`src/rtl/rv32_lsu_bus_bridge_pkg.sv`:
```
`default_nettype none
// ============================================================================
//  Module   : rv32_lsu_bus_bridge_pkg
//  Brief    : Shared funct3 codes, FSM encoding and access-size helpers for
//             the LSU bus bridge and its alignment datapath.
//  Revision : 1.0  initial release
// ============================================================================
package rv32_lsu_bus_bridge_pkg;

   // Load/store funct3 codes (instruction[14:12])
   localparam logic [2:0] F3_LB  = 3'b000;
   localparam logic [2:0] F3_LH  = 3'b001;
   localparam logic [2:0] F3_LW  = 3'b010;
   localparam logic [2:0] F3_LBU = 3'b100;
   localparam logic [2:0] F3_LHU = 3'b101;
   localparam logic [2:0] F3_SB  = 3'b000;
   localparam logic [2:0] F3_SH  = 3'b001;
   localparam logic [2:0] F3_SW  = 3'b010;

   // Bridge FSM encoding
   typedef enum logic [1:0] {
      ST_IDLE = 2'd0,
      ST_REQ  = 2'd1,
      ST_WAIT = 2'd2,
      ST_DONE = 2'd3
   } lsu_state_t;

   // Access size decoded from funct3
   typedef enum logic [1:0] {
      SZ_BYTE = 2'd0,
      SZ_HALF = 2'd1,
      SZ_WORD = 2'd2
   } acc_size_t;

   // Only the low two funct3 bits carry size; 011/110/111 fall into word.
   function automatic acc_size_t f3_size(input logic [2:0] f3);
      acc_size_t sz;
      case (f3[1:0])
         2'b00:   sz = SZ_BYTE;
         2'b01:   sz = SZ_HALF;
         default: sz = SZ_WORD;
      endcase
      return sz;
   endfunction

   // Byte accesses can never be misaligned.
   function automatic logic is_misaligned(input logic [2:0] f3, input logic [1:0] lo);
      logic mis;
      case (f3_size(f3))
         SZ_HALF: mis = lo[0];
         SZ_WORD: mis = |lo;
         default: mis = 1'b0;
      endcase
      return mis;
   endfunction

endpackage
`default_nettype wire

```
`src/rtl/rv32_lsu_align.sv`:
```
`default_nettype none
// ============================================================================
//  Module   : rv32_lsu_align
//  Brief    : Combinational store strobe/lane replication and load lane
//             extraction with sign/zero extension (32-bit data only).
//  Revision : 1.0  initial release
// ============================================================================
module rv32_lsu_align
   import rv32_lsu_bus_bridge_pkg::*;
(
   input  logic [2:0]  funct3,
   input  logic [1:0]  lane,
   input  logic [31:0] store_data,
   input  logic [31:0] load_word,
   output logic [3:0]  wstrb,
   output logic [31:0] wdata,
   output logic [31:0] load_data
);

   logic [7:0]  w_byte;
   logic [15:0] w_half;

   // Size-dependent strobe, replicated write data and extended read data
   always_comb begin
      w_byte    = load_word[{lane, 3'b000} +: 8];
      w_half    = lane[1] ? load_word[31:16] : load_word[15:0];
      wstrb     = 4'hF;
      wdata     = store_data;
      load_data = load_word;
      case (f3_size(funct3))
         SZ_BYTE: begin
            wstrb     = 4'b0001 << lane;
            wdata     = {4{store_data[7:0]}};
            load_data = funct3[2] ? {24'b0, w_byte} : {{24{w_byte[7]}}, w_byte};
         end
         SZ_HALF: begin
            wstrb     = lane[1] ? 4'b1100 : 4'b0011;
            wdata     = {2{store_data[15:0]}};
            load_data = funct3[2] ? {16'b0, w_half} : {{16{w_half[15]}}, w_half};
         end
         default: begin
            wstrb     = 4'hF;
            wdata     = store_data;
            load_data = load_word;
         end
      endcase
   end

endmodule
`default_nettype wire

```
`src/rtl/rv32_lsu_bus_bridge.sv`:
```
`default_nettype none
// ============================================================================
//  Module   : rv32_lsu_bus_bridge
//  Brief    : Converts single-cycle core loads/stores into valid/ready
//             request + response bus transactions, stalling the core until
//             each access completes. Flags misaligned accesses and bus errors.
//  Revision : 1.0  initial release
// ============================================================================
module rv32_lsu_bus_bridge
   import rv32_lsu_bus_bridge_pkg::*;
#(
   parameter int AW = 32,
   parameter int DW = 32
)(
   input  logic          clk,
   input  logic          reset_n,
   input  logic [AW-1:0] address,
   input  logic          MemRead,
   input  logic          MemWrite,
   input  logic [DW-1:0] wdata,
   input  logic [2:0]    funct3,
   output logic [DW-1:0] rdata,
   output logic          stall,
   output logic          misaligned,
   output logic          bus_err,
   output logic          bus_req_valid,
   input  logic          bus_req_ready,
   output logic [AW-1:0] bus_addr,
   output logic          bus_we,
   output logic [3:0]    bus_wstrb,
   output logic [DW-1:0] bus_wdata,
   input  logic          bus_rsp_valid,
   input  logic [DW-1:0] bus_rsp_rdata,
   input  logic          bus_rsp_err
);

   lsu_state_t    r_state;
   logic          r_valid;
   logic [AW-1:0] r_addr;
   logic          r_we;
   logic [3:0]    r_wstrb;
   logic [DW-1:0] r_wdata;
   logic [2:0]    r_funct3;
   logic [1:0]    r_lane;
   logic [DW-1:0] r_rdata;
   logic          r_err;

   logic          w_access;
   logic          w_mis;
   logic          w_idle;
   logic [2:0]    w_al_f3;
   logic [1:0]    w_al_lane;
   logic [3:0]    w_wstrb;
   logic [31:0]   w_wdata;
   logic [31:0]   w_load;

   assign w_access = MemRead | MemWrite;
   assign w_mis    = is_misaligned(funct3, address[1:0]);
   assign w_idle   = (r_state == ST_IDLE);

   // In IDLE the align block shapes the live store; afterwards it extracts
   // the response using the size/lane latched at launch.
   assign w_al_f3   = w_idle ? funct3       : r_funct3;
   assign w_al_lane = w_idle ? address[1:0] : r_lane;

   rv32_lsu_align u_align (
      .funct3     (w_al_f3),
      .lane       (w_al_lane),
      .store_data (wdata),
      .load_word  (bus_rsp_rdata),
      .wstrb      (w_wstrb),
      .wdata      (w_wdata),
      .load_data  (w_load)
   );

   // Transaction FSM: launch from IDLE, hold request in REQ, collect in WAIT
   always_ff @(posedge clk or negedge reset_n) begin
      if (!reset_n) begin
         r_state  <= ST_IDLE;
         r_valid  <= 1'b0;
         r_addr   <= '0;
         r_we     <= 1'b0;
         r_wstrb  <= 4'b0;
         r_wdata  <= '0;
         r_funct3 <= 3'b0;
         r_lane   <= 2'b0;
         r_rdata  <= '0;
         r_err    <= 1'b0;
      end else begin
         case (r_state)
            ST_IDLE: begin
               if (w_access && !w_mis) begin
                  r_state  <= ST_REQ;
                  r_valid  <= 1'b1;
                  r_addr   <= {address[AW-1:2], 2'b00};
                  r_we     <= MemWrite;
                  r_wstrb  <= MemWrite ? w_wstrb : 4'b0;
                  r_wdata  <= MemWrite ? w_wdata : '0;
                  r_funct3 <= funct3;
                  r_lane   <= address[1:0];
                  r_rdata  <= '0;
                  r_err    <= 1'b0;
               end
            end
            ST_REQ: begin
               if (bus_req_ready) begin
                  r_state <= ST_WAIT;
                  r_valid <= 1'b0;
               end
            end
            ST_WAIT: begin
               if (bus_rsp_valid) begin
                  r_state <= ST_DONE;
                  r_rdata <= bus_rsp_err ? '0 : w_load;
                  r_err   <= bus_rsp_err;
               end
            end
            ST_DONE: begin
               r_state <= ST_IDLE;
            end
            default: begin
               r_state <= ST_IDLE;
               r_valid <= 1'b0;
            end
         endcase
      end
   end

   assign stall         = (w_idle && w_access && !w_mis) ||
                          (r_state == ST_REQ) || (r_state == ST_WAIT);
   assign misaligned    = w_idle && w_access && w_mis;
   assign bus_err       = (r_state == ST_DONE) && r_err;
   assign rdata         = (r_state == ST_DONE) ? r_rdata : '0;
   assign bus_req_valid = r_valid;
   assign bus_addr      = r_addr;
   assign bus_we        = r_we;
   assign bus_wstrb     = r_wstrb;
   assign bus_wdata     = r_wdata;

endmodule
`default_nettype wire

```
`config.mk`:
```
export PLATFORM = sky130hd
export DESIGN_NAME = rv32_lsu_bus_bridge
export DESIGN_NICKNAME = d
export VERILOG_FILES = /design/src/rtl/rv32_lsu_bus_bridge_pkg.sv /design/src/rtl/rv32_lsu_align.sv /design/src/rtl/rv32_lsu_bus_bridge.sv
export SDC_FILE = /design/constraint.sdc
export NUM_CORES = 1
export LEC_CHECK = 0
export BUFFER_PORTS_ARGS = -buffer_cell sky130_fd_sc_hd__clkbuf_2
export CAP_MARGIN = 15
export CORE_ASPECT_RATIO = 1.25
export CORE_MARGIN = 2
export CORE_UTILIZATION = 40
export CTS_CLUSTER_SIZE = 24
export DETAILED_ROUTE_END_ITERATION = 8
export PLACE_DENSITY = 0.68
export SLEW_MARGIN = 20
export SYNTH_ARGS = -nofsm -noshare
export SYNTH_HDL_FRONTEND = slang
export SYNTH_SLANG_ARGS = --single-unit
```
`constraint.sdc`:
```
create_clock -name clk -period 2.82 [get_ports clk]
set_input_delay 0 -clock clk [delete_from_list [all_inputs] [get_ports clk]]
set_output_delay 0 -clock clk [all_outputs]
set_load 0.03 [all_outputs]
```
; ---- After elaboration in Yosys (flattened, before gate mapping)
; Index checks and enable logic that the tools add are counted.
[word_totals]
reg_bits = 108
[op_classes]
n_eq_ne = 11
shifts = 2
muxes = 29
bitwise_logic = 1
n_reduce_logical = 19
[ops]
columns = operator, n
row1 = $mux W32, 7
row2 = $pmux W32 S2, 3
row3 = $shiftx A32 B6 Y8, 1
row4 = $mux W16, 1
row5 = $eq A2 B1 Y1 const B, 5
row6 = $reduce_and A3 Y1, 3
row7 = $logic_not A2 Y1, 4
row8 = $mux W2, 4
row9 = $mux W4, 2
row10 = $pmux W2 S2, 2
row11 = $pmux W2 S4, 1
row12 = $pmux W4 S2, 1
row13 = $eq A2 B2 Y1 const B, 3
row14 = $pmux W1 S2, 3
row15 = $logic_and A1 B1 Y1, 5
row16 = $mux W1, 4
row17 = $ne A2 B2 Y1 const B, 2
row18 = $reduce_bool A2 Y1, 2
row19 = $shl A1 B2 Y4 const A, 1
row20 = $mux W3, 1
row21 = $logic_or A1 B1 Y1, 2
row22 = $ne A2 B1 Y1 const B, 1
row23 = $reduce_and A2 Y1, 1
row24 = $reduce_or A2 Y1, 1
row25 = 2 further kinds, 2

; ---- Depth between registers and ports, before layout
; Gate-level depths: netlist (run 1).
[logic_depth]
word_depth = 9
mapped_depth = 10
ltp_nobuf = 7

; ---- Modules after synthesis
; Synthesis (run 1) repeated with hierarchy kept, for this count alone.
[unflattened]
hier_cells = 554
hier_area_um2 = 5811.8
[by_module_without_submodules]
columns = mod, instances, cells_per_inst, area_per_inst_um2, seq_area_each_um2
row1 = rv32_lsu_bus_bridge, 1, 383, 4550.6, 2702.6
row2 = rv32_lsu_align, 1, 171, 1261.2, 0.0

; ---- Least setup slack after synthesis (run 1)
; No wires, ideal clock.
[synth_path]
path_type = flip-flop to flip-flop
from = reg r_state[0]
to = reg r_rdata[22]
setup_time_ps = 127
arrival_ps = 2294
setup_slack_ps = 399
path_stages_with_launch = 10
path_buffers = 2
path_cell_list = dfrtp_1 -> inv_1 -> ha_1 -> buf_6 -> mux2i_4 -> mux2i_1 -> a211oi_2 -> o2111a_2 -> buf_6 -> a221o_2
[synth_via]
elab_chain_cells = 9
[synth_lines]
columns = element, line
row1 = from (decl), rv32_lsu_bus_bridge.sv:37  ; lsu_state_t r_state;
row2 = from (signal assigned), rv32_lsu_bus_bridge.sv:79  ; r_state <= ST_IDLE;
row3 = from (signal assigned), rv32_lsu_bus_bridge.sv:93  ; r_state <= ST_REQ;
row4 = from (signal assigned), rv32_lsu_bus_bridge.sv:107  ; r_state <= ST_WAIT;
row5 = "parallel branches: the longest is 9 deep, another holds $shiftx A32 B6 Y8", -
row6 = to (signal assigned), rv32_lsu_bus_bridge.sv:114  ; r_rdata <= bus_rsp_err ? '0 : w_load;
row7 = to (decl), rv32_lsu_bus_bridge.sv:45  ; logic [DW-1:0] r_rdata;
; Parallel ways; which one is timed is not known. The select of a mux whose other input is x is not followed.
; A chain may end at the register's enable or synchronous reset.

; ---- Worst setup path after layout (run 1)
[layout_path]
from = reg r_state[0]
to = reg r_wdata[24], in the netlist bus_wdata[24]
[layout_via]
elab_chain_cells = 7
[layout_lines]
columns = element, line
row1 = $logic_not A2 Y1 (*), "rv32_lsu_bus_bridge.sv:59, rv32_lsu_bus_bridge.sv:90"
row2 = $mux W3, rv32_lsu_bus_bridge.sv:63  ; assign w_al_f3 = w_idle ? funct3 : r_funct3;
row3 = $eq A2 B1 Y1 or $logic_not A2 Y1 (tied branches), rv32_lsu_bus_bridge_pkg.sv:38  ; case (f3[1:0])
row4 = $pmux W2 S2, rv32_lsu_bus_bridge_pkg.sv:38
row5 = $eq A2 B1 Y1 or $logic_not A2 Y1 (tied branches), rv32_lsu_align.sv:30  ; case (f3_size(funct3))
row6 = $pmux W32 S2, rv32_lsu_align.sv:30
row7 = $mux W32, rv32_lsu_bus_bridge.sv:98  ; r_wdata <= MemWrite ? w_wdata : '0;
row8 = to (signal assigned), rv32_lsu_bus_bridge.sv:98
row9 = to (decl), rv32_lsu_bus_bridge.sv:42  ; logic [DW-1:0] r_wdata;
; Every way passes the cells marked *; elsewhere a longest branch is shown, timed or not.

==> results of run 1 <==
[Yosys cell counts (all sizes together)]
master     n  area (um^2)
o32ai      1         8.76
o31ai     25          201
and3       1         6.26
a31oi      7         43.8
clkinv     1         3.75
buf       15          100
o41ai      2         17.5
a2111oi    7         61.3
inv        7         26.3
mux2i     29          303
and2      34          213
o21ai     37          196
nand3b     1         7.51
mux2      36          405
nand4b     1         15.0
or2        1         6.26
a21oi     10         50.1
conb       1         3.75
nand3      1         5.00
or2b       1         7.51
o2111a     1         12.5
or3b       2         17.5
nand2b     4         25.0
clkbuf    28          106
a221o     16          173
nor3       1         5.00
a221oi    15          131
o21a       1         7.51
o32a       2         20.0
a21o       1         7.51
nand2     73          274
nor2      19         73.8
o221ai     9         78.8
o22ai      3         18.8
o211ai     1         7.51
dfrtp    108         2700
nor3b      1         7.51
or3        1         6.26
and4b      1         10.0
a32o       1         10.0
ha         4         50.1
a22o       1         8.76
a211oi     3         32.5
[cells by family after synthesis]
logic type | after synthesis | share of synthesized area [%]
mux | 65 | 13.0
simple gates | 142 | 12.4
flops | 108 | 49.4
other cells | 1 | 0.0686
fa+ha+maj | 4 | 0.915
buf+inv | 51 | 4.32
compound gates | 143 | 19.9
[registers in the layout, summed over array words and instances, names as in the netlist, 2 cells and up]
signal     flops
bus_wdata     32
r_rdata       32
bus_addr      30
bus_wstrb      4
r_funct3       3
r_lane         2
r_state        2
[critical path, stage by stage, from the launching register on]
cell and delay [ps]:
sky130_fd_sc_hd__dfrtp_1 420, sky130_fd_sc_hd__inv_1 100, sky130_fd_sc_hd__ha_2 250, sky130_fd_sc_hd__buf_4 220, sky130_fd_sc_hd__mux2i_4 300, sky130_fd_sc_hd__buf_6 250
sky130_fd_sc_hd__o221ai_1 170, sky130_fd_sc_hd__o31ai_1 240, sky130_fd_sc_hd__dlygate4sd3_1 590
[placed cells by master (no fill, tap or decap), types with 9 or more instances in the layout]
master                          instances
sky130_fd_sc_hd__clkbuf_2             207
sky130_fd_sc_hd__dfrtp_1              108
sky130_fd_sc_hd__dlygate4sd3_1         86
sky130_fd_sc_hd__nand2_1               72
sky130_fd_sc_hd__mux2_2                36
sky130_fd_sc_hd__o21ai_0               35
sky130_fd_sc_hd__and2_1                34
sky130_fd_sc_hd__mux2i_1               27
sky130_fd_sc_hd__o31ai_1               24
sky130_fd_sc_hd__nor2_1                17
sky130_fd_sc_hd__a221oi_1              15
sky130_fd_sc_hd__buf_4                 14
sky130_fd_sc_hd__a221o_2               10
sky130_fd_sc_hd__a21oi_1                9
sky130_fd_sc_hd__o221ai_1               9
sky130_fd_sc_hd__clkbuf_16              9
[worst paths after layout]
path                                        from            end  slack [ps]  depth (start not counted)
worst max register to register        r_state[0]  bus_wdata[24]         200                          8
worst max-delay path                  r_state[0]  bus_wdata[24]         200                          8
worst min-delay path            bus_rsp_rdata[0]     r_rdata[0]           9                          3
min in group asynchronous                reset_n    r_rdata[17]         210                          2
max in group asynchronous                reset_n  bus_wdata[31]        1840                          3
worst min register to register        r_rdata[1]     r_rdata[1]         480                          2
[cell type report]
cell class                      count  area, um^2
Multi-Input combinational cell    356        2560
Clock inverter                      7        73.8
Tap cell                          171         214
Fill cell                        1152        5400
Sequential cell                   108        2700
Timing Repair Buffer              312        2080
Inverter                            8        30.0
Clock buffer                        9         225
[metrics by stage]
step	util, %	worst slack, ps	instance area (um^2)	power (uW)
6_report	59.4	203	7890	8500
5_1_grt	59.4	12.4	7890	9050
3_3_place_gp	50.5	314	6720	6940
4_1_cts	59.3	116	7880	8510
3_5_place_dp	50.6	242	6720	7050
2_1_floorplan	-	399	5470	5680
[layer usage]
metal	routed length [um]	up-vias	track usage, %
met5	0	-	0
li1	-	2443	-
met3	1030	38	4.78
met1	6830	2543	28.9
met4	569	0	9.83
met2	9000	215	41.9
[power groups by stage]
stage | clock network, uW | logic, uW | registers (uW)
floorplan | 0 | 2230 | 3460
global placement | 0 | 4310 | 2630
detailed placement | 0 | 4390 | 2660
CTS | 1320 | 4550 | 2630
global route | 1390 | 4930 | 2720
finish | 1280 | 4570 | 2640
[what timing repair did]
action	4_1_cts	5_1_grt
endpoints found under the setup margin	0	8
resized for setup	0	3
hold buffers	86	0
hold endpoints to repair	129	0
==> results.txt, run 1 <==
----------------------------------------------------
[Placed design]
  Placed instance count ... 869
  IO buf count ... 208
  Final estimated routing congestion in global placement ... 0.925
  Detail Placement HPWL ... 12200 um

[Power]
  Power Internal ... 4640 uW
  Share of total power consumed by net switching ... 45.4%
  Clock share of power ... 15.1%
  Power share of the sequential group ... 31.1%
  Worst-case vdd ir drop ... 647 uV
  Sw power ... 3860 uW
  Logic pwr share ... 53.8%
  Lkg Pwr ... 0.00389 uW
  Pwr per Cell Area ... 1080 mW/mm^2

[Clock network]
  Largest buffer count on any clock path ... 2
  H-tree levels ... 3
  Source-to-sink clock delay at the later pin of the worst-skew pair ... 340 ps
  Clock slew at the register clock pins of the worst setup and hold paths ... 80 ps
  Clock Sink Count ... 108
  CTS tree ... yes
  Num CTS Buffers ... 9
  Root Driver ... sky130_fd_sc_hd__clkbuf_16
  Postcts setup bufs ... 0

[Detailed routing]
  Final wirelength ... 17400 um
  DRC violation count after routing ... 0
  Initial DRC Count ... 279
  Router iterations before antenna repair ... 5
  Antenna viol nets, final ... 0
  Vias per std cell ... 5.40
  Average wire per cell in the routed design ... 18.0 um
  Via count ... 5239

[Synthesis]
  Synthesized instance count ... 514
  Average cell area after synthesis ... 10.6 um^2
  Synthesized flop and latch total ... 108
  Post-synthesis instance area ... 0.00547 mm^2
  Count of cell types in the netlist ... 54
  Number of warnings issued by yosys ... 0
  Sequential cell area fraction in the yosys report ... 49.4%

[Die]
  Starting density of the core ... 41.1%
  Num ports ... 211
  Placeable core region ... 0.0133 mm^2
  Die ar. ... 0.0146 mm^2
  X dimension of the die ... 109 um
  Standard-cell rows ... 47
  Floorplan die height ... 135 um

[Outcome]
  Result of the run ... finished, final reports clean

[Setup path]
  Crit path launch type ... register
  Kind of end point of the critical path ... register
  Peak fanout along the critical path ... 18
  Start-to-end type of the worst setup path ... reg -> reg
  Critical Path AT ... 2900 ps
  WP data required ... 3100 ps

[STA]
  Final number of setup-violating endpoints ... 0
  Setup repair after global routing missed its margin ... no
  Slew at the pin with the worst max-slew slack ... 856 ps
  Fmax ... 382 MHz
  Number of pins exceeding their max-slew limit in the final report ... 0
  Setup Skew ... 9.75 ps
  Total negative setup slack ... 0 ps
  Count of endpoints failing hold in the final timing report ... 0
  Hold Worst Slack ... 8.72 ps
  Final worst-path cycle share ... 92.8%
  Post-layout min period ... 2620 ps
  Relative slew slack ... 43.0%

[Cells and area]
  Fraction of final layout cells with drive strength greater than 1 ... 38.0%
  Number of nets in the layout ... 905
  Final std cells w/o fill ... 971
  Count of inserted antenna diode cells ... 0
  Layout Area Growth over Synthesis ... 44.3%

[Min path]
  Worst Hold Class ... in -> reg

[Global routing]
  Leftover overflow at the end of global routing ... 0
  Global routing usage summed across all routing layers ... 24.1%
  Antenna violations before repair ... 0
  Pin count of the biggest net entering global routing ... 62
  First-pass GRT wire length ... 27400 um
  Vias in the first global route ... 5432

[Run]
  Maximum capacitance violations ... 0

----------------------------------------------------
No activity file was read; power rests on OpenSTA's default activity.
==> run 2, diff against run 1 <==
- CORE_UTILIZATION: 40 -> 35
- MAX_ROUTING_LAYER: not set -> met4
- PLACE_DENSITY: 0.68 -> not set
==> results.txt, run 2 (same netlist as run 1, synthesis figures left out) <==
----------------------------------------------------
[STA]
  Number of pins exceeding their max-slew limit in the final report ... 0 (unchanged)
  Final number of setup-violating endpoints ... 0 (unchanged)
  Fmax ... 384 MHz (was 382 MHz)
  Final worst-path cycle share ... 92.4% (was 92.8%)
  Total negative setup slack ... 0 ps (unchanged)
  Relative slew slack ... 46.1% (was 43.0%)
  Post-layout min period ... 2610 ps (was 2620 ps)
  Count of endpoints failing hold in the final timing report ... 0 (unchanged)
  Setup repair after global routing missed its margin ... no (unchanged)
  Setup Skew ... 9.89 ps (was 9.75 ps)
  Slew at the pin with the worst max-slew slack ... 808 ps (was 856 ps)

[Clock network]
  H-tree levels ... 3 (unchanged)
  Num CTS Buffers ... 9 (unchanged)
  CTS tree ... yes (unchanged)
  Clock Sink Count ... 108 (unchanged)
  Postcts setup bufs ... 0 (unchanged)
  Source-to-sink clock delay at the later pin of the worst-skew pair ... 360 ps (was 340 ps)
  Root Driver ... sky130_fd_sc_hd__clkbuf_16 (unchanged)
  Clock slew at the register clock pins of the worst setup and hold paths ... 80 ps (about the same)
  Largest buffer count on any clock path ... 2 (unchanged)

[Detailed routing]
  Via count ... 5269 (was 5239)
  DRC violation count after routing ... 0 (unchanged)
  Antenna viol nets, final ... 0 (unchanged)
  Final wirelength ... 17700 um (was 17400 um)
  Initial DRC Count ... 301 (was 279)
  Router iterations before antenna repair ... 5 (unchanged)
  Average wire per cell in the routed design ... 17.5 um (was 18.0 um)
  Vias per std cell ... 5.21 (was 5.40)

[Setup path]
  Peak fanout along the critical path ... 9 (was 18)
  Kind of end point of the critical path ... register (unchanged)
  Critical Path Max Stage Delay ... 470 ps (was 590 ps)
  WP data required ... 3100 ps (about the same)
  Crit path launch type ... register (unchanged)
  Critical path's slowest cell ... sky130_fd_sc_hd__a2111oi_0 (was sky130_fd_sc_hd__dlygate4sd3_1)
  Critical Path AT ... 2880 ps (was 2900 ps)
  Start-to-end type of the worst setup path ... reg -> reg (unchanged)
  Series of cell instances along the critical path ... inv_1 > ha_1 > buf_4 > mux2i_4 > buf_4 > a31oi_1 > a2111oi_0 > a221oi_1 > o21ai_0 (was inv_1 > ha_2 > buf_4 > mux2i_4 > buf_6 > o221ai_1 > o31ai_1 > dlygate4sd3_1)
  CP most frequent cell ... sky130_fd_sc_hd__buf_4
  Delay-heaviest family, CP ... compound AO/OA/AOI/OAI gates (was buffers and inverters)
  CP bufs+invs ... 3 (was 4)

[Global routing]
  Global routing usage summed across all routing layers ... 22.1% (was 24.1%)
  First-pass GRT wire length ... 27600 um (was 27400 um)
  Antenna violations before repair ... 0 (unchanged)
  Vias in the first global route ... 5414 (was 5432)
  Leftover overflow at the end of global routing ... 0 (unchanged)
  Pin count of the biggest net entering global routing ... 64 (was 62)

[Power]
  Power share of the sequential group ... 31.6% (was 31.1%)
  Sw power ... 3870 uW (was 3860 uW)
  Clock share of power ... 15.8% (was 15.1%)
  Post-route total power ... 8420 uW (was 8500 uW)
  Power Internal ... 4560 uW (was 4640 uW)
  Worst-case vdd ir drop ... 503 uV (was 647 uV)
  Logic pwr share ... 52.7% (was 53.8%)
  Lkg Pwr ... 0.00387 uW (was 0.00389 uW)
  Pwr per Cell Area ... 1060 mW/mm^2 (was 1080 mW/mm^2)
  Share of total power consumed by net switching ... 45.9% (was 45.4%)

[Cells and area]
  Number of fillers in the final layout ... 1403 (was 1152)
  Most frequent standard cell in the layout excluding fill and tap cells ... sky130_fd_sc_hd__clkbuf_2 (unchanged)
  Area used by multi-input combinational logic ... 0.00256 mm^2 (about the same)
  Commonest cells after routing, fill and taps aside ... sky130_fd_sc_hd__clkbuf_2, sky130_fd_sc_hd__dfrtp_1, sky130_fd_sc_hd__dlygate4sd3_1 (unchanged)
  Register area ... 0.00270 mm^2 (unchanged)
  Layout Area Growth over Synthesis ... 45.1% (was 44.3%)
  Core occupancy in the finished layout ... 51.4% (was 59.4%)
  Finished Cell Area ... 0.00793 mm^2 (was 0.00789 mm^2)
  Fraction of final layout cells with drive strength greater than 1 ... 37.6% (was 38.0%)
  Number of nets in the layout ... 905 (unchanged)
  Count of inserted antenna diode cells ... 0 (unchanged)

[Placed design]
  Final estimated routing congestion in global placement ... 0.907 (was 0.925)
  Detail Placement HPWL ... 12500 um (was 12200 um)
  IO buf count ... 208 (unchanged)
  Standard cell area after detailed placement ... 0.00674 mm^2 (was 0.00672 mm^2)

[Die]
  Num ports ... 211 (unchanged)
  Floorplan die height ... 144 um (was 135 um)
  Die ar. ... 0.0166 mm^2 (was 0.0146 mm^2)
  Placeable core region ... 0.0154 mm^2 (was 0.0133 mm^2)
  Standard-cell rows ... 51 (was 47)
  X dimension of the die ... 116 um (was 109 um)
  Starting density of the core ... 35.4% (was 41.1%)

[Run]
  Maximum capacitance violations ... 0 (unchanged)

[Min path]
  Worst Hold Class ... in -> reg (unchanged)

[Outcome]
  Result of the run ... finished, final reports clean (unchanged)

----------------------------------------------------
-- run 2: power by group through the flow --
stage	registers (uW)	clock network [uW]	logic (uW)
after floorplan	3460	0	2230
after global placement	2640	0	4230
after detailed placement	2670	0	4330
after CTS	2660	1350	4430
after global routing	2750	1430	4800
final	2660	1330	4430
-- run 2: final cells by class --
cell class | instances | area share [%]
multi-input combinational | 356 | 32.3
sequential | 108 | 34.1
clock inverter | 7 | 1.03
inverter | 8 | 0.379
tap | 212 | 3.34
clock buffer | 9 | 2.84
timing repair buffer | 312 | 26.1
-- run 2: worst register-to-register path, cell delays in order (launching register included) --
cell	delay (ps)
sky130_fd_sc_hd__dfrtp_1	420
sky130_fd_sc_hd__inv_1	110
sky130_fd_sc_hd__ha_1	390
sky130_fd_sc_hd__buf_4	250
sky130_fd_sc_hd__mux2i_4	260
sky130_fd_sc_hd__buf_4	190
sky130_fd_sc_hd__a31oi_1	80
sky130_fd_sc_hd__a2111oi_0	470
sky130_fd_sc_hd__a221oi_1	130
sky130_fd_sc_hd__o21ai_0	220
-- run 2: stage by stage --
step | worst slack (ps) | hold WS [ps] | cells
2_1_floorplan | 399 | -296 | 515
3_3_place_gp | 332 | 122 | 908
3_5_place_dp | 148 | 130 | 908
4_1_cts | 74.9 | 0.933 | 1012
5_1_grt | 4.73 | 2.58 | 1012
6_report | 215 | 7.61 | 1012
-- run 2: final timing paths --
kind                                   start             to  slack, ps  cells after the start
max                               r_state[1]     r_rdata[3]        210                      9
min in group asynchronous            reset_n    r_rdata[18]        270                      2
min reg2reg                    bus_wdata[13]  bus_wdata[13]        480                      2
min                        bus_rsp_rdata[13]    r_rdata[13]          8                      3
max reg2reg                       r_state[1]     r_rdata[3]        210                      9
max in group asynchronous            reset_n   bus_addr[27]       1800                      3
-- run 2: what timing repair did --
item                      in CTS  in global routing
hold buffers                  88                  0
hold endpoints to repair     142                  0
gates resized for setup        0                  0
-- run 2: metal layers --
| metal | routed length, um | track usage, % | share of wire [%] |
|---|---|---|---|
| met1 | 7170 | 25.6 | 41 |
| met2 | 9030 | 37.4 | 51 |
| met3 | 926 | 4.18 | 5.2 |
| met4 | 534 | 9.27 | 3.0 |
| met5 | 0 | - | 0 |
==> run 3, diff against run 2 <==
- clock period: 2.82 -> 3.3 ns (I/O delays scaled with it)
==> results.txt, run 3 (same netlist as run 1, synthesis figures left out) <==
----------------------------------------------------
[Outcome]
  Result of the run ... finished, final reports clean (unchanged)

[Clock network]
  Source-to-sink clock delay at the later pin of the worst-skew pair ... 350 ps (was 360 ps)
  Largest buffer count on any clock path ... 2 (unchanged)
  Root Driver ... sky130_fd_sc_hd__clkbuf_16 (unchanged)
  Num CTS Buffers ... 9 (unchanged)
  Clock Sink Count ... 108 (unchanged)
  CTS tree ... yes (unchanged)
  Clock slew at the register clock pins of the worst setup and hold paths ... 80 ps (about the same)
  H-tree levels ... 3 (unchanged)

[Die]
  Starting density of the core ... 35.4% (unchanged)
  Floorplan die height ... 144 um (unchanged)
  X dimension of the die ... 116 um (unchanged)
  Num ports ... 211 (unchanged)
  Die ar. ... 0.0166 mm^2 (unchanged)
  Placeable core region ... 0.0154 mm^2 (unchanged)
  Standard-cell rows ... 51 (unchanged)

[STA]
  Count of endpoints failing hold in the final timing report ... 0 (unchanged)
  Total negative setup slack ... 0 ps (unchanged)
  Setup repair after global routing missed its margin ... no (unchanged)
  Fmax ... 339 MHz (was 384 MHz)
  Final worst-path cycle share ... 89.3% (was 92.4%)
  Final number of setup-violating endpoints ... 0 (unchanged)
  Hold Worst Slack ... 13.7 ps (was 7.61 ps)
  Post-layout min period ... 2950 ps (was 2610 ps)
  Slew at the pin with the worst max-slew slack ... 1030 ps (was 808 ps)
  Setup Skew ... 9.42 ps (was 9.89 ps)
  Number of pins exceeding their max-slew limit in the final report ... 0 (unchanged)
  Relative slew slack ... 30.9% (was 46.1%)

[Detailed routing]
  Initial DRC Count ... 222 (was 301)
  Average wire per cell in the routed design ... 17.2 um (was 17.5 um)
  Vias per std cell ... 5.11 (was 5.21)
  Via count ... 5136 (was 5269)
  Antenna viol nets, final ... 0 (unchanged)
  DRC violation count after routing ... 0 (unchanged)
  Final wirelength ... 17300 um (was 17700 um)
  Router iterations before antenna repair ... 6 (was 5)

[Global routing]
  First-pass GRT wire length ... 26900 um (was 27600 um)
  Vias in the first global route ... 5315 (was 5414)
  Leftover overflow at the end of global routing ... 0 (unchanged)
  Antenna violations before repair ... 0 (unchanged)
  Global routing usage summed across all routing layers ... 21.3% (was 22.1%)
  Pin count of the biggest net entering global routing ... 71 (was 64)

[Setup path]
  Crit path launch type ... register (unchanged)
  Delay-heaviest family, CP ... buffers and inverters (was compound AO/OA/AOI/OAI gates)
  CP most frequent cell ... sky130_fd_sc_hd__buf_4 (unchanged)
  CP bufs+invs ... 4 (was 3)
  Start-to-end type of the worst setup path ... reg -> reg (unchanged)
  Kind of end point of the critical path ... register (unchanged)
  Series of cell instances along the critical path ... inv_1 > ha_1 > buf_4 > o32a_2 > buf_4 > o221ai_1 > o31ai_1 > dlygate4sd3_1 (was inv_1 > ha_1 > buf_4 > mux2i_4 > buf_4 > a31oi_1 > a2111oi_0 > a221oi_1 > o21ai_0)
  Peak fanout along the critical path ... 23 (was 9)
  Critical path's slowest cell ... sky130_fd_sc_hd__dlygate4sd3_1 (was sky130_fd_sc_hd__a2111oi_0)
  Critical Path AT ... 3240 ps (was 2880 ps)
  Critical Path Max Stage Delay ... 590 ps (was 470 ps)
  WP data required ... 3590 ps (was 3100 ps)

[Run]
  Maximum capacitance violations ... 0 (unchanged)

[Cells and area]
  Fraction of final layout cells with drive strength greater than 1 ... 37.3% (was 37.6%)
  Commonest cells after routing, fill and taps aside ... sky130_fd_sc_hd__clkbuf_2, sky130_fd_sc_hd__dfrtp_1, sky130_fd_sc_hd__dlygate4sd3_1 (unchanged)
  Finished Cell Area ... 0.00785 mm^2 (was 0.00793 mm^2)
  Most frequent standard cell in the layout excluding fill and tap cells ... sky130_fd_sc_hd__clkbuf_2 (unchanged)
  Number of fillers in the final layout ... 1464 (was 1403)
  Layout Area Growth over Synthesis ... 43.5% (was 45.1%)
  Core occupancy in the finished layout ... 50.8% (was 51.4%)
  Count of inserted antenna diode cells ... 0 (unchanged)
  Number of nets in the layout ... 899 (was 905)

[Power]
  Lkg Pwr ... 0.00384 uW (was 0.00387 uW)
  Pwr per Cell Area ... 902 mW/mm^2 (was 1060 mW/mm^2)
  Worst-case vdd ir drop ... 396 uV (was 503 uV)
  Post-route total power ... 7080 uW (was 8420 uW)

[Placed design]
  IO buf count ... 208 (unchanged)
  Standard cell area after detailed placement ... 0.00667 mm^2 (was 0.00674 mm^2)
  Final estimated routing congestion in global placement ... 0.884 (was 0.907)
  Detail Placement HPWL ... 12300 um (was 12500 um)

[Min path]
  Worst Hold Class ... in -> reg (unchanged)

----------------------------------------------------
==> run 3: final cells by class <==
type | instances | area (um^2) | area share [%]
Clock buffer | 9 | 225 | 2.87
Clock inverter | 7 | 57.6 | 0.733
Inverter | 8 | 30.0 | 0.383
Multi-Input combinational cell | 356 | 2560 | 32.6
Sequential cell | 108 | 2700 | 34.4
Tap cell | 212 | 265 | 3.38
Timing Repair Buffer | 306 | 2010 | 25.6
==> run 3: repair_timing <==
item                                   CTS  global route
setup buffers                            0             2
endpoints found under the hold margin  152             0
hold buffers                            87             0
resized for setup                        0             1
setup endpoints to repair                0             2
==> run 3: worst paths after layout <==
path	from	to	slack [ps]	cells after the start
setup / recovery	r_state[0]	bus_wdata[26]	350	8
hold / removal	bus_rsp_rdata[1]	r_rdata[1]	10	3
setup reg to reg	r_state[0]	bus_wdata[26]	350	8
hold reg to reg	bus_wstrb[0]	bus_wstrb[0]	480	2
max in group asynchronous	reset_n	bus_addr[27]	2060	3
min in group asynchronous	reset_n	r_rdata[18]	320	2
==> run 3: tightest hold or removal path, stage by stage <==
cell and delay [ps]:
sky130_fd_sc_hd__clkbuf_2 110, sky130_fd_sc_hd__a221oi_1 80, sky130_fd_sc_hd__o21ai_0 140
==> run 3: stage by stage <==
step | instances | setup WS (ps)
finish | 1006 | 353
global route | 1006 | 171
CTS | 1004 | 185
detailed placement | 901 | 403
global placement | 901 | 541
floorplan | 515 | 879
==> run 3: report_power, final <==
group | total, uW | leakage [uW] | switching [uW] | internal, uW
registers | 2260 | 0.00139 | 358 | 1900
clock network | 1040 | 0.000134 | 518 | 524
logic | 3780 | 0.00232 | 2380 | 1400
==> run 3: layer usage <==
metal | vias to the layer above | part of all wire (%) | track usage (%)
met2 | 185 | 52 | 36.8
met1 | 2498 | 41 | 24.9
met3 | 25 | 5.5 | 4.09
met5 | - | 0 | -
met4 | 0 | 2.2 | 6.89
li1 | 2428 | - | -
